==> config.mk <==
export PLATFORM = sky130hd
export DESIGN_NAME = srff_bank_flat
export DESIGN_NICKNAME = d
export VERILOG_FILES = /design/src/rtl/srff_pkg.sv /design/src/rtl/srff_bank_if.sv /design/src/rtl/srff_cell.sv /design/src/rtl/srff_bank.sv /design/src/flat_wrapper.sv
export SDC_FILE = /design/constraint.sdc
export NUM_CORES = 1
export LEC_CHECK = 0
export BUFFER_PORTS_ARGS = -buffer_cell sky130_fd_sc_hd__clkbuf_2
export CAP_MARGIN = 25
export CORE_MARGIN = 3
export CORE_UTILIZATION = 47
export CTS_CLUSTER_SIZE = 24
export DETAILED_ROUTE_END_ITERATION = 7
export GPL_TIMING_DRIVEN = 1
export PLACE_DENSITY_LB_ADDON = 0.25
export SYNTH_ARGS = -nofsm -noshare
export SYNTH_HDL_FRONTEND = slang
export SYNTH_SLANG_ARGS = --single-unit
==> constraint.sdc <==
create_clock -name clk -period 1.1 [get_ports clk]
set_input_delay 0 -clock clk [delete_from_list [all_inputs] [get_ports clk]]
set_output_delay 0 -clock clk [all_outputs]
set_load 0.03 [all_outputs]
==> src/rtl/srff_pkg.sv <==
// Shared types and the per-channel next-state rule for the srff_bank family.
package srff_pkg;

    typedef enum logic [1:0] {
        SRFF_SET_DOM,
        SRFF_RST_DOM,
        SRFF_HOLD,
        SRFF_TOGGLE
    } srff_mode_e;

    // Next state of one enabled channel; a simultaneous set/reset is settled by mode.
    function automatic logic srff_next(logic q, logic s, logic r, srff_mode_e mode);
        logic n;
        n = q;
        case ({s, r})
            2'b00:   n = q;
            2'b01:   n = 1'b0;
            2'b10:   n = 1'b1;
            default: begin
                case (mode)
                    SRFF_SET_DOM: n = 1'b1;
                    SRFF_RST_DOM: n = 1'b0;
                    SRFF_HOLD:    n = q;
                    default:      n = ~q;
                endcase
            end
        endcase
        return n;
    endfunction

endpackage

==> src/rtl/srff_bank_if.sv <==
// Control/status bundle of srff_bank; conflict_cnt exists only with SRFF_BANK_CONFLICT_CNT_EN.
interface srff_bank_if #(
    parameter int WIDTH = 8,
    parameter int CNT_W = 8
);
    logic             en;
    logic             clr;
    logic             err_clr;
    logic [WIDTH-1:0] s;
    logic [WIDTH-1:0] r;
    logic [WIDTH-1:0] q;
    logic [WIDTH-1:0] rise;
    logic [WIDTH-1:0] fall;
    logic [WIDTH-1:0] conflict;
`ifdef SRFF_BANK_CONFLICT_CNT_EN
    logic [CNT_W-1:0] conflict_cnt;

    modport master (
        output en, clr, err_clr, s, r,
        input  q, rise, fall, conflict, conflict_cnt
    );
    modport slave (
        input  en, clr, err_clr, s, r,
        output q, rise, fall, conflict, conflict_cnt
    );
`else
    modport master (
        output en, clr, err_clr, s, r,
        input  q, rise, fall, conflict
    );
    modport slave (
        input  en, clr, err_clr, s, r,
        output q, rise, fall, conflict
    );
`endif
endinterface

==> src/rtl/srff_cell.sv <==
// One set/reset channel: state, registered edge pulses and sticky conflict flag.
module srff_cell
    import srff_pkg::*;
#(
    parameter srff_mode_e MODE    = SRFF_SET_DOM,
    parameter logic       RST_BIT = 1'b0
) (
    input  logic clk,
    input  logic rstn,
    input  logic en,
    input  logic clr,
    input  logic err_clr,
    input  logic s,
    input  logic r,
    output logic q,
    output logic rise,
    output logic fall,
    output logic conflict,
    output logic conflict_ev
);

    logic q_next;

    assign conflict_ev = en & ~clr & s & r;

    always_comb begin
        q_next = q;
        if (clr)
            q_next = RST_BIT;
        else if (en)
            q_next = srff_next(q, s, r, MODE);
    end

    // Pulses compare the value about to be loaded with the current one, so they line up with q.
    always_ff @(posedge clk or negedge rstn) begin
        if (!rstn) begin
            q        <= RST_BIT;
            rise     <= 1'b0;
            fall     <= 1'b0;
            conflict <= 1'b0;
        end else begin
            q        <= q_next;
            rise     <= q_next & ~q;
            fall     <= ~q_next & q;
            conflict <= (conflict & ~err_clr) | conflict_ev;
        end
    end

endmodule

==> src/rtl/srff_bank.sv <==
// Bank of WIDTH set/reset channels; define SRFF_BANK_CONFLICT_CNT_EN for the saturating conflict counter.
module srff_bank
    import srff_pkg::*;
#(
    parameter int               WIDTH   = 8,
    parameter srff_mode_e       MODE    = SRFF_SET_DOM,
    parameter logic [WIDTH-1:0] RST_VAL = '0,
    parameter int               CNT_W   = 8
) (
    input  logic       clk,
    input  logic       rstn,
    srff_bank_if.slave bus
);

    logic [WIDTH-1:0] ev;

    for (genvar i = 0; i < WIDTH; i++) begin : g_cell
        srff_cell #(
            .MODE    (MODE),
            .RST_BIT (RST_VAL[i])
        ) u_cell (
            .clk         (clk),
            .rstn        (rstn),
            .en          (bus.en),
            .clr         (bus.clr),
            .err_clr     (bus.err_clr),
            .s           (bus.s[i]),
            .r           (bus.r[i]),
            .q           (bus.q[i]),
            .rise        (bus.rise[i]),
            .fall        (bus.fall[i]),
            .conflict    (bus.conflict[i]),
            .conflict_ev (ev[i])
        );
    end

`ifdef SRFF_BANK_CONFLICT_CNT_EN
    logic             any_ev;
    logic [CNT_W-1:0] cnt;

    assign any_ev = |ev;

    // Counts cycles with any conflict, not conflicting channels; a clear coinciding with an event restarts at 1.
    always_ff @(posedge clk or negedge rstn) begin
        if (!rstn)
            cnt <= '0;
        else if (bus.err_clr)
            cnt <= {{(CNT_W-1){1'b0}}, any_ev};
        else if (any_ev && (cnt != {CNT_W{1'b1}}))
            cnt <= cnt + 1'b1;
    end

    assign bus.conflict_cnt = cnt;
`else
    logic unused_ev;
    assign unused_ev = |ev;
`endif

endmodule

==> src/flat_wrapper.sv <==
// flat-port wrapper written by rule: the top's interface ports become plain ports
module srff_bank_flat import srff_pkg::*;
#(
    parameter int               WIDTH   = 8,
    parameter srff_mode_e       MODE    = SRFF_SET_DOM,
    parameter logic [WIDTH-1:0] RST_VAL = '0,
    parameter int               CNT_W   = 8
)
  (clk, rstn, bus_en, bus_clr, bus_err_clr, bus_s, bus_r, bus_q, bus_rise, bus_fall, bus_conflict);
  srff_bank_if #(.WIDTH(WIDTH), .CNT_W(CNT_W)) bus_i ();
  input  logic clk;
  input  logic rstn;
  input wire logic [$bits(bus_i.en)-1:0] bus_en;
  input wire logic [$bits(bus_i.clr)-1:0] bus_clr;
  input wire logic [$bits(bus_i.err_clr)-1:0] bus_err_clr;
  input wire logic [$bits(bus_i.s)-1:0] bus_s;
  input wire logic [$bits(bus_i.r)-1:0] bus_r;
  output wire logic [$bits(bus_i.q)-1:0] bus_q;
  output wire logic [$bits(bus_i.rise)-1:0] bus_rise;
  output wire logic [$bits(bus_i.fall)-1:0] bus_fall;
  output wire logic [$bits(bus_i.conflict)-1:0] bus_conflict;
  assign bus_i.en = bus_en;
  assign bus_i.clr = bus_clr;
  assign bus_i.err_clr = bus_err_clr;
  assign bus_i.s = bus_s;
  assign bus_i.r = bus_r;
  assign bus_q = bus_i.q;
  assign bus_rise = bus_i.rise;
  assign bus_fall = bus_i.fall;
  assign bus_conflict = bus_i.conflict;
  srff_bank #(.WIDTH(WIDTH), .MODE(MODE), .RST_VAL(RST_VAL), .CNT_W(CNT_W)) u_core (.clk(clk), .rstn(rstn), .bus(bus_i));
endmodule
; ---- Yosys cells after proc, flatten, opt, wreduce, memory -nomap -nowiden
; Cells that the tools add are included.
[totals]
elab_cells = 139
register_bits = 32
input_bits = 21
out_inout_bits = 32
[classes]
n_bitwise = 67
eq_ne = 8
n_mux = 24
reduce_logical = 8
[op_table]
columns = op, n
row1 = bitwise AND 1 bit, 41
row2 = NOT 1 bit, 18
row3 = "equality test 2 x 1 -> 1 bit, second input constant", 8
row4 = zero test 2 bit, 8
row5 = two-way mux 1 bit, 16
row6 = case mux 1 bit (2 select lines), 8
row7 = OR 1 bit, 8

; ---- Depth between registers and ports, before layout
; Gate-level depths: netlist of run 1.
[logic_depth]
depth_word = 6
depth_mapped = 5
mapped_depth_nobuf = 2

; ---- Cells and area by module
; A second synthesis of run 1 with hierarchy kept.
[hier_totals]
hier_cells = 120
area_unflattened_um2 = 1381.3
[by_module_without_submodules]
columns = module, n_inst, cells_each, area_per_inst_um2
row1 = srff_cell, 8, 15, 172.7

; ---- Worst setup path after synthesis of run 1
; OpenSTA, ideal clock, no wires.
[synth_path]
path_kind = reg2reg
start = register u_core.g_cell[2].u_cell.q
end = register u_core.g_cell[2].u_cell.q
required_ns = 0.978
arrival_time_ns = 0.638
setup_ns = 0.122
n_path_buf = 0
stages_incl_launch_ff = 2
setup_slack_ns = 0.341
path_cell_list = dfrtp_1 > a32o_1
[synth_via]
elab_chain_len = 3
[synth_rtl]
columns = element, line_no
row1 = start: declaration, srff_cell.sv:15  ; output logic q,
row2 = start signal: assignment, srff_cell.sv:42  ; q <= q_next;
row3 = case mux 1 bit (2 select lines), srff_pkg.sv:15  ; case ({s, r})
row4 = two-way mux 1 bit (*), srff_cell.sv:30  ; else if (en)
row5 = two-way mux 1 bit (*), srff_cell.sv:28  ; if (clr)
row6 = net u_core.g_cell[2].u_cell.q_next, srff_cell.sv:22  ; logic q_next;
; Mark *: on every way through the listed nets, which the timed path passes. The rest lies on a longest branch.

; ---- Worst setup path after layout of run 1
[layout_path]
start = register u_core.g_cell[0].u_cell.q
end = output bus_q[0]
[layout_rtl]
columns = element, line_no
row1 = start: declaration, srff_cell.sv:15
row2 = start signal: assignment, srff_cell.sv:42
row3 = end: declaration, flat_wrapper.sv:18  ; output wire logic [$bits(bus_i.q)-1:0] bus_q;
; No word-level cell between the ends.

==> results of run 1 <==
-- final cells by class --
cell class	count	area share
multi-input combinational	66	0.219
timing repair buffer	77	0.279
inverter	9	0.0179
clock buffer	8	0.0311
tap	44	0.0291
sequential	32	0.424
-- worst max-delay path by stage --
| stage | slack (ns) | end |
|---|---|---|
| final | 0.10 | bus_q[0] |
| after global routing | 0.03 | bus_q[2] |
| after CTS | 0.006 | u_core.g_cell[3].u_cell.conflict |
| after detailed placement | 0.14 | u_core.g_cell[0].u_cell.q |
| after global placement | 0.24 | u_core.g_cell[5].u_cell.q |
| after floorplan | 0.34 | u_core.g_cell[2].u_cell.q |
-- cell families after synthesis --
| group | after synthesis |
|---|---|
| flops | 32 |
| simple gates | 42 |
| buf+inv | 47 |
| compound gates | 24 |
-- power by group through the flow --
| stage | Sequential [uW] | Combinational (uW) | Clock (uW) |
|---|---|---|---|
| floorplan | 1300 | 358 | 0 |
| global placement | 1300 | 413 | 0 |
| detailed placement | 1310 | 421 | 0 |
| CTS | 1280 | 486 | 709 |
| global route | 1290 | 528 | 773 |
| finish | 1280 | 487 | 693 |
-- stage by stage --
step	utilization	instances	power [uW]	setup slack [ns]
6_report	0.614	236	2460	0.104
4_1_cts	0.609	237	2480	0.00622
3_3_place_gp	0.515	206	1720	0.236
3_5_place_dp	0.515	206	1730	0.144
5_1_grt	0.614	236	2600	0.0280
2_1_floorplan	-	145	1650	0.341
-- flip-flops by register name, indices dropped and copies added, names as in the netlist --
register and flops:
u_core.g_cell.u_cell.q 8, u_core.g_cell.u_cell.conflict 8, u_core.g_cell.u_cell.fall 8, u_core.g_cell.u_cell.rise 8
-- per-layer routing --
layer  vias up  wire (um)  track usage
met2        44       1620        0.312
met4         0         38       0.0496
met3         5        237       0.0773
met1       540       1310        0.211
li1        550          -            -
met5         -          0            0
-- placed cells by master, fill, tap and decap left out, drive strengths merged --
cell type,count
buf,3
nand2b,9
dfrtp,32
inv,9
clkbuf,59
dlymetal6s4s,3
nor3b,8
nor2b,1
a32o,8
dlygate4sd3,20
o22ai,8
nand2,24
o21ai,8
-- repair_timing --
item                                    4_1_cts  5_1_grt
endpoints found under the setup margin        0        3
hold endpoints to repair                     64        1
hold buffers                                 23        1
buffers inserted                              0        0
gates resized for setup                       0        5
==> key figures, run 1 <==
Status
  • Outcome: finished, final reports clean

Final layout
  • Post-route cell area: 0.00189 sq mm
  • Share of cells above drive strength 1: 0.339
  • Post-layout net count: 212
  • Total area of sequential cells: 801 sq um
  • Area occupied by multi-input gates: 413 sq um
  • Layout-stage area growth over the synthesis result: 23.6%
  • Diodes inserted: 0
  • Total of fill cells in the finished design: 281

Setup path
  • Buf/Inv on CP: 1
  • Depth of the worst register-to-register path: 1
  • R2r setup slk: 0.29 ns
  • CP max-delay cell: sky130_fd_sc_hd__dfrtp_1
  • Critical path's largest stage delay: 0.43 ns
  • Critical Path Stages: 1
  • Maximum fanout count along the critical path: 5
  • Required time of the critical path: 1.10 ns
  • Crit end category: output port
  • Critical path launch point type: register
  • CP startpoint: u_core.g_cell[0].u_cell.q
  • Worst Path Class, Setup: reg2out
  • R2r startpoint: u_core.g_cell[2].u_cell.q
  • Arrival time at the worst endpoint: 1.00 ns
  • Cells traversed along the worst timing path: clkbuf_2
  • Capture instance of the worst register-to-register path: u_core.g_cell[2].u_cell.q
  • Family with the most delay on the worst path: flip-flops

STA
  • Post-route fraction of the period consumed by the critical path: 0.905
  • Worst clock skew on the final layout: 0.00328 ns
  • Worst slack on hold paths: 0.0426 ns
  • Final hold violation count: 0
  • Slew at the pin with the worst max-slew slack: 0.611 ns
  • Top achievable clock speed: 1000 MHz
  • Setup violation total in the final timing report: 0
  • Max transition margin: 0.592
  • Final worst path period need: 0.996 ns
  • Final Max Tran Viols: 0
  • Unrepaired setup endpoints after global routing: false
  • Total negative slack for setup checks: 0 ns

Routing
  • Vias per Instance: 4.83
  • Routed wirelength normalized by instance count: 13.6 um
  • Antenna Violating Nets Remaining: 0
  • Wire length after detailed routing: 3210 um
  • Routed via count: 1139
  • Iter 0 DRT Violations: 40
  • Remaining DRCs: 0
  • TritonRoute pass-1 iters: 4

Global route
  • Via count of the first global-routing pass: 1153
  • First-pass GRT wire length: 5500 um
  • Overall track demand over capacity in global routing: 0.184
  • Initial antenna violation count: 0
  • Maximum number of pins on one net before global-route repair: 18
  • Remaining Overflow, GRT: 0

Placed design
  • Instance area at placement: 0.00159 sq mm
  • Detailed-placement wirelength estimate: 2150 um
  • Final estimated routing congestion in global placement: 0.722
  • IO Port Bufs: 52

CTS
  • Buffer cell driving the clock tree root: sky130_fd_sc_hd__clkbuf_4
  • CTS H-tree depth: 2
  • Longest Clk Path Bufs: 2
  • Clock latency of the later-clocked register in the worst-skew pair: 0.33 ns
  • TritonCTS Buffers: 5
  • Clock-pin slew on the worst setup and hold paths: 0.10 ns
  • TritonCTS clock tree: built
  • Count of clock tree sinks: 32

Synth
  • Distinct cell type count after synthesis: 15
  • Fraction of the mapped netlist area in simple logic gates: 0.151
  • Leading cell types by count after synthesis: sky130_fd_sc_hd__buf_4, sky130_fd_sc_hd__dfrtp_1, sky130_fd_sc_hd__nand2_1
  • Average cell area after synthesis: 10.5 sq um
  • Sequential share of the synthesized area: 0.524
  • Number of warning messages in the yosys log: 0
  • Adder-Cell Fraction of Synth Area: 0
  • Async set-or-reset flop fraction in the synthesized netlist: 1.00
  • Net Count, Synth: 166
  • Parity-gate share of the synthesized area counting xor and xnor cells: 0
  • Proportion of synthesized area in mux cells: 0
  • Synth area leaders: sky130_fd_sc_hd__dfrtp_1, sky130_fd_sc_hd__buf_4, sky130_fd_sc_hd__nand2_1
  • Compound-cell area share of the yosys netlist: 0.111
  • Netlist area before placement: 0.00153 sq mm
  • Area leader, netlist: sky130_fd_sc_hd__dfrtp_1
  • Dominant combinational cell family by area after synthesis: buffers and inverters
  • Share of the synthesized area in the top cell type: 0.524
  • Most common flop cell mapped by yosys: sky130_fd_sc_hd__dfrtp_1
  • Yosys reg bits: 32
  • Number of synthesized flops with an enable pin: 0
  • Gate Count Post-Synth: 145

Power and ir drop
  • Proportion of total power due to net switching: 0.291
  • Internal power: 1750 uW
  • Combinational power share: 0.198
  • Power per cell area: 1300 mW/mm^2
  • Sequential group share of total power: 0.521
  • Static power due to leakage: 0.000955 uW
  • Worst IR drop on VDD: 0.800 mV
  • Sw power: 716 uW
  • Share of total power in the clock network: 0.281

Hold path
  • Hold Path Stages: 2
  • Hold path start: bus_err_clr
  • Hold Path End: u_core.g_cell[1].u_cell.conflict
  • Path type of the worst min-delay path: in2reg

Die
  • Overall die width: 63.0 um
  • DIE HEIGHT: 63.0 um
  • Number of I/O pins: 53
  • Die Area: 0.00397 sq mm
  • Number of rows created at floorplan: 20
  • Area of the placeable core: 0.00308 sq mm
  • Starting density of the core: 0.497

Run
  • Max-capacitance violation count: 0
(Power assumes the default switching activity.)
==> inputs of run 2 (changes only) <==
GPL_TIMING_DRIVEN = 0   (was 1)
==> run 2 against run 1 <==
Register-to-register slack lost 0.09 ns; clock power shrank 19%; clock skew shrank 0.0027 ns; via count grew 7.6%; worst setup slack lost 0.069 ns; count of clock-buffer cells in the layout shrank 3; critical path depth grew 1; die area is the same; routed wire length grew 4.9%; final cell count grew 13%; sequential cell count is the same.
==> key figures, run 2 (synthesis gave the netlist of run 1 again) <==
Routing
  • Antenna Violating Nets Remaining: 0 (unchanged)
  • Routed wirelength normalized by instance count: 12.6 um (-7.3%)
  • Wire length after detailed routing: 3360 um (+4.9%)
  • Vias per Instance: 4.59 (-4.9%)
  • Iter 0 DRT Violations: 33 (-18%)
  • Routed via count: 1226 (+7.6%)
  • TritonRoute pass-1 iters: 4 (unchanged)
  • Remaining DRCs: 0 (unchanged)

Final layout
  • Layout-stage area growth over the synthesis result: 37.4%
  • Total of fill cells in the finished design: 265 (-5.7%)
  • Post-layout net count: 246 (+16%)
  • Diodes inserted: 0 (unchanged)
  • Most frequent cells in the layout: sky130_fd_sc_hd__clkbuf_2, sky130_fd_sc_hd__buf_4, sky130_fd_sc_hd__dfrtp_1
  • Share of cells above drive strength 1: 0.448 (+0.110)
  • Leading cell type in the layout, fill and taps excluded: sky130_fd_sc_hd__clkbuf_2

Die
  • Number of I/O pins: 53 (unchanged)
  • Overall die width: 63.0 um (unchanged)
  • Area of the placeable core: 0.00308 sq mm (unchanged)
  • Number of rows created at floorplan: 20 (unchanged)
  • DIE HEIGHT: 63.0 um (unchanged)
  • Starting density of the core: 0.497 (unchanged)
  • Die Area: 0.00397 sq mm (unchanged)

Power and ir drop
  • Static power due to leakage: 0.00111 uW (+16%)
  • Sw power: 702 uW (-1.9%)
  • Power per cell area: 1160 mW/mm^2 (-11%)
  • Proportion of total power due to net switching: 0.289 (-0.00170)
  • Combinational power share: 0.244 (+0.046)
  • Pwr Total: 2430 uW (-1.3%)
  • Internal power: 1730 uW (-1.1%)
  • Share of total power in the clock network: 0.230 (-0.051)
  • Sequential group share of total power: 0.526 (+0.005)
  • Worst IR drop on VDD: 0.769 mV (-3.9%)

Global route
  • First-pass GRT wire length: 5380 um (-2.1%)
  • Via count of the first global-routing pass: 1228 (+6.5%)
  • Initial antenna violation count: 0 (unchanged)
  • Remaining Overflow, GRT: 0 (unchanged)
  • Overall track demand over capacity in global routing: 0.178 (-0.00537)
  • Maximum number of pins on one net before global-route repair: 33 (+15)

STA
  • Final worst path period need: 1.06 ns (+0.0691 ns)
  • Max transition margin: 0.483 (-0.109)
  • Total negative slack for setup checks: 0 ns (unchanged)
  • Top achievable clock speed: 939 MHz (-6.5%)
  • Setup violation total in the final timing report: 0 (unchanged)
  • Final hold violation count: 0 (unchanged)
  • Final Max Tran Viols: 0 (unchanged)
  • Post-route fraction of the period consumed by the critical path: 0.968 (+0.0629)
  • Slew at the pin with the worst max-slew slack: 0.776 ns (+0.165 ns)
  • Worst clock skew on the final layout: 0.000610 ns (-0.00267 ns)

CTS
  • Clock latency of the later-clocked register in the worst-skew pair: 0.32 ns (about the same)
  • TritonCTS Buffers: 5 (unchanged)
  • CTS H-tree depth: 2 (unchanged)
  • TritonCTS clock tree: built
  • Longest Clk Path Bufs: 2 (unchanged)
  • Clock-pin slew on the worst setup and hold paths: 0.09 ns (about the same)
  • Count of clock tree sinks: 32 (unchanged)
  • Buffer cell driving the clock tree root: sky130_fd_sc_hd__clkbuf_4

Setup path
  • Crit end category: output port
  • Maximum fanout count along the critical path: 5 (unchanged)
  • Arrival time at the worst endpoint: 1.06 ns (+0.06 ns)
  • Worst Path Class, Setup: reg2out
  • Critical path launch point type: register
  • Required time of the critical path: 1.10 ns (about the same)

Run
  • Max-capacitance violation count: 0 (unchanged)

Status
  • Outcome: finished, final reports clean

Placed design
  • Detailed-placement wirelength estimate: 2160 um (+0.27%)
  • IO Port Bufs: 50 (-3.8%)
  • Final estimated routing congestion in global placement: 0.696 (-3.6%)

Hold path
  • Path type of the worst min-delay path: in2reg
## run 2: worst paths after layout
check,startpoint,to,slack (ns),cells past startpoint
min in group asynchronous,rstn,u_core.g_cell[1].u_cell.rise,0.27,2
worst max register to register,u_core.g_cell[3].u_cell.q,u_core.g_cell[3].u_cell.q,0.20,2
worst min-delay path,bus_clr,u_core.g_cell[6].u_cell.rise,0.08,4
worst min register to register,u_core.g_cell[5].u_cell.q,u_core.g_cell[5].u_cell.rise,0.51,1
worst max-delay path,u_core.g_cell[7].u_cell.q,bus_q[7],0.04,2
max in group asynchronous,rstn,u_core.g_cell[7].u_cell.conflict,0.33,2
## run 2: final cells by class
type,count,area (sq um),area share
flip-flops and latches,32,801,0.381
repair buffers,74,487,0.232
multi-input cells,66,400,0.191
plain buffers,37,287,0.136
well taps,44,55.1,0.0262
clock buffers,5,37.5,0.0179
inverters,9,33.8,0.0161
## run 2: power groups by stage
stage	logic (uW)	registers, uW	clock network [uW]
floorplan	358	1300	0
global placement	504	1300	0
detailed placement	514	1310	0
CTS	566	1280	583
global route	640	1290	629
finish	594	1280	559
## run 2: routing by layer
| layer | part of all wire | track usage |
|---|---|---|
| met1 | 0.39 | 0.185 |
| met2 | 0.52 | 0.318 |
| met3 | 0.062 | 0.0612 |
| met4 | 0.029 | 0.0854 |
| met5 | 0 | 0 |
## run 2: timing repair
item,in CTS,in global routing
endpoints found under the setup margin,0,8
gates resized for setup,0,9
buffers inserted,0,6
hold buffers,18,0
endpoints found under the hold margin,64,0
## run 2: worst max-delay path, stage by stage (launching register included)
cell and delay [ns]:
sky130_fd_sc_hd__dfrtp_1 0.43, sky130_fd_sc_hd__buf_4 0.15, sky130_fd_sc_hd__buf_2 0.16
## run 2: stage by stage
stage / hold WS, ns / instances / setup slack [ns] / utilization / instance area, sq um
3_5_place_dp: 0.118 / 239 / 0.180 / 0.596 / 1830
4_1_cts: 0.0675 / 262 / 0.00880 / 0.667 / 2050
5_1_grt: 0.0707 / 267 / -0.00907 / 0.683 / 2100
6_report: 0.0786 / 267 / 0.0351 / 0.683 / 2100
3_3_place_gp: 0.105 / 239 / 0.178 / 0.596 / 1830
2_1_floorplan: -0.296 / 145 / 0.341 / - / 1530
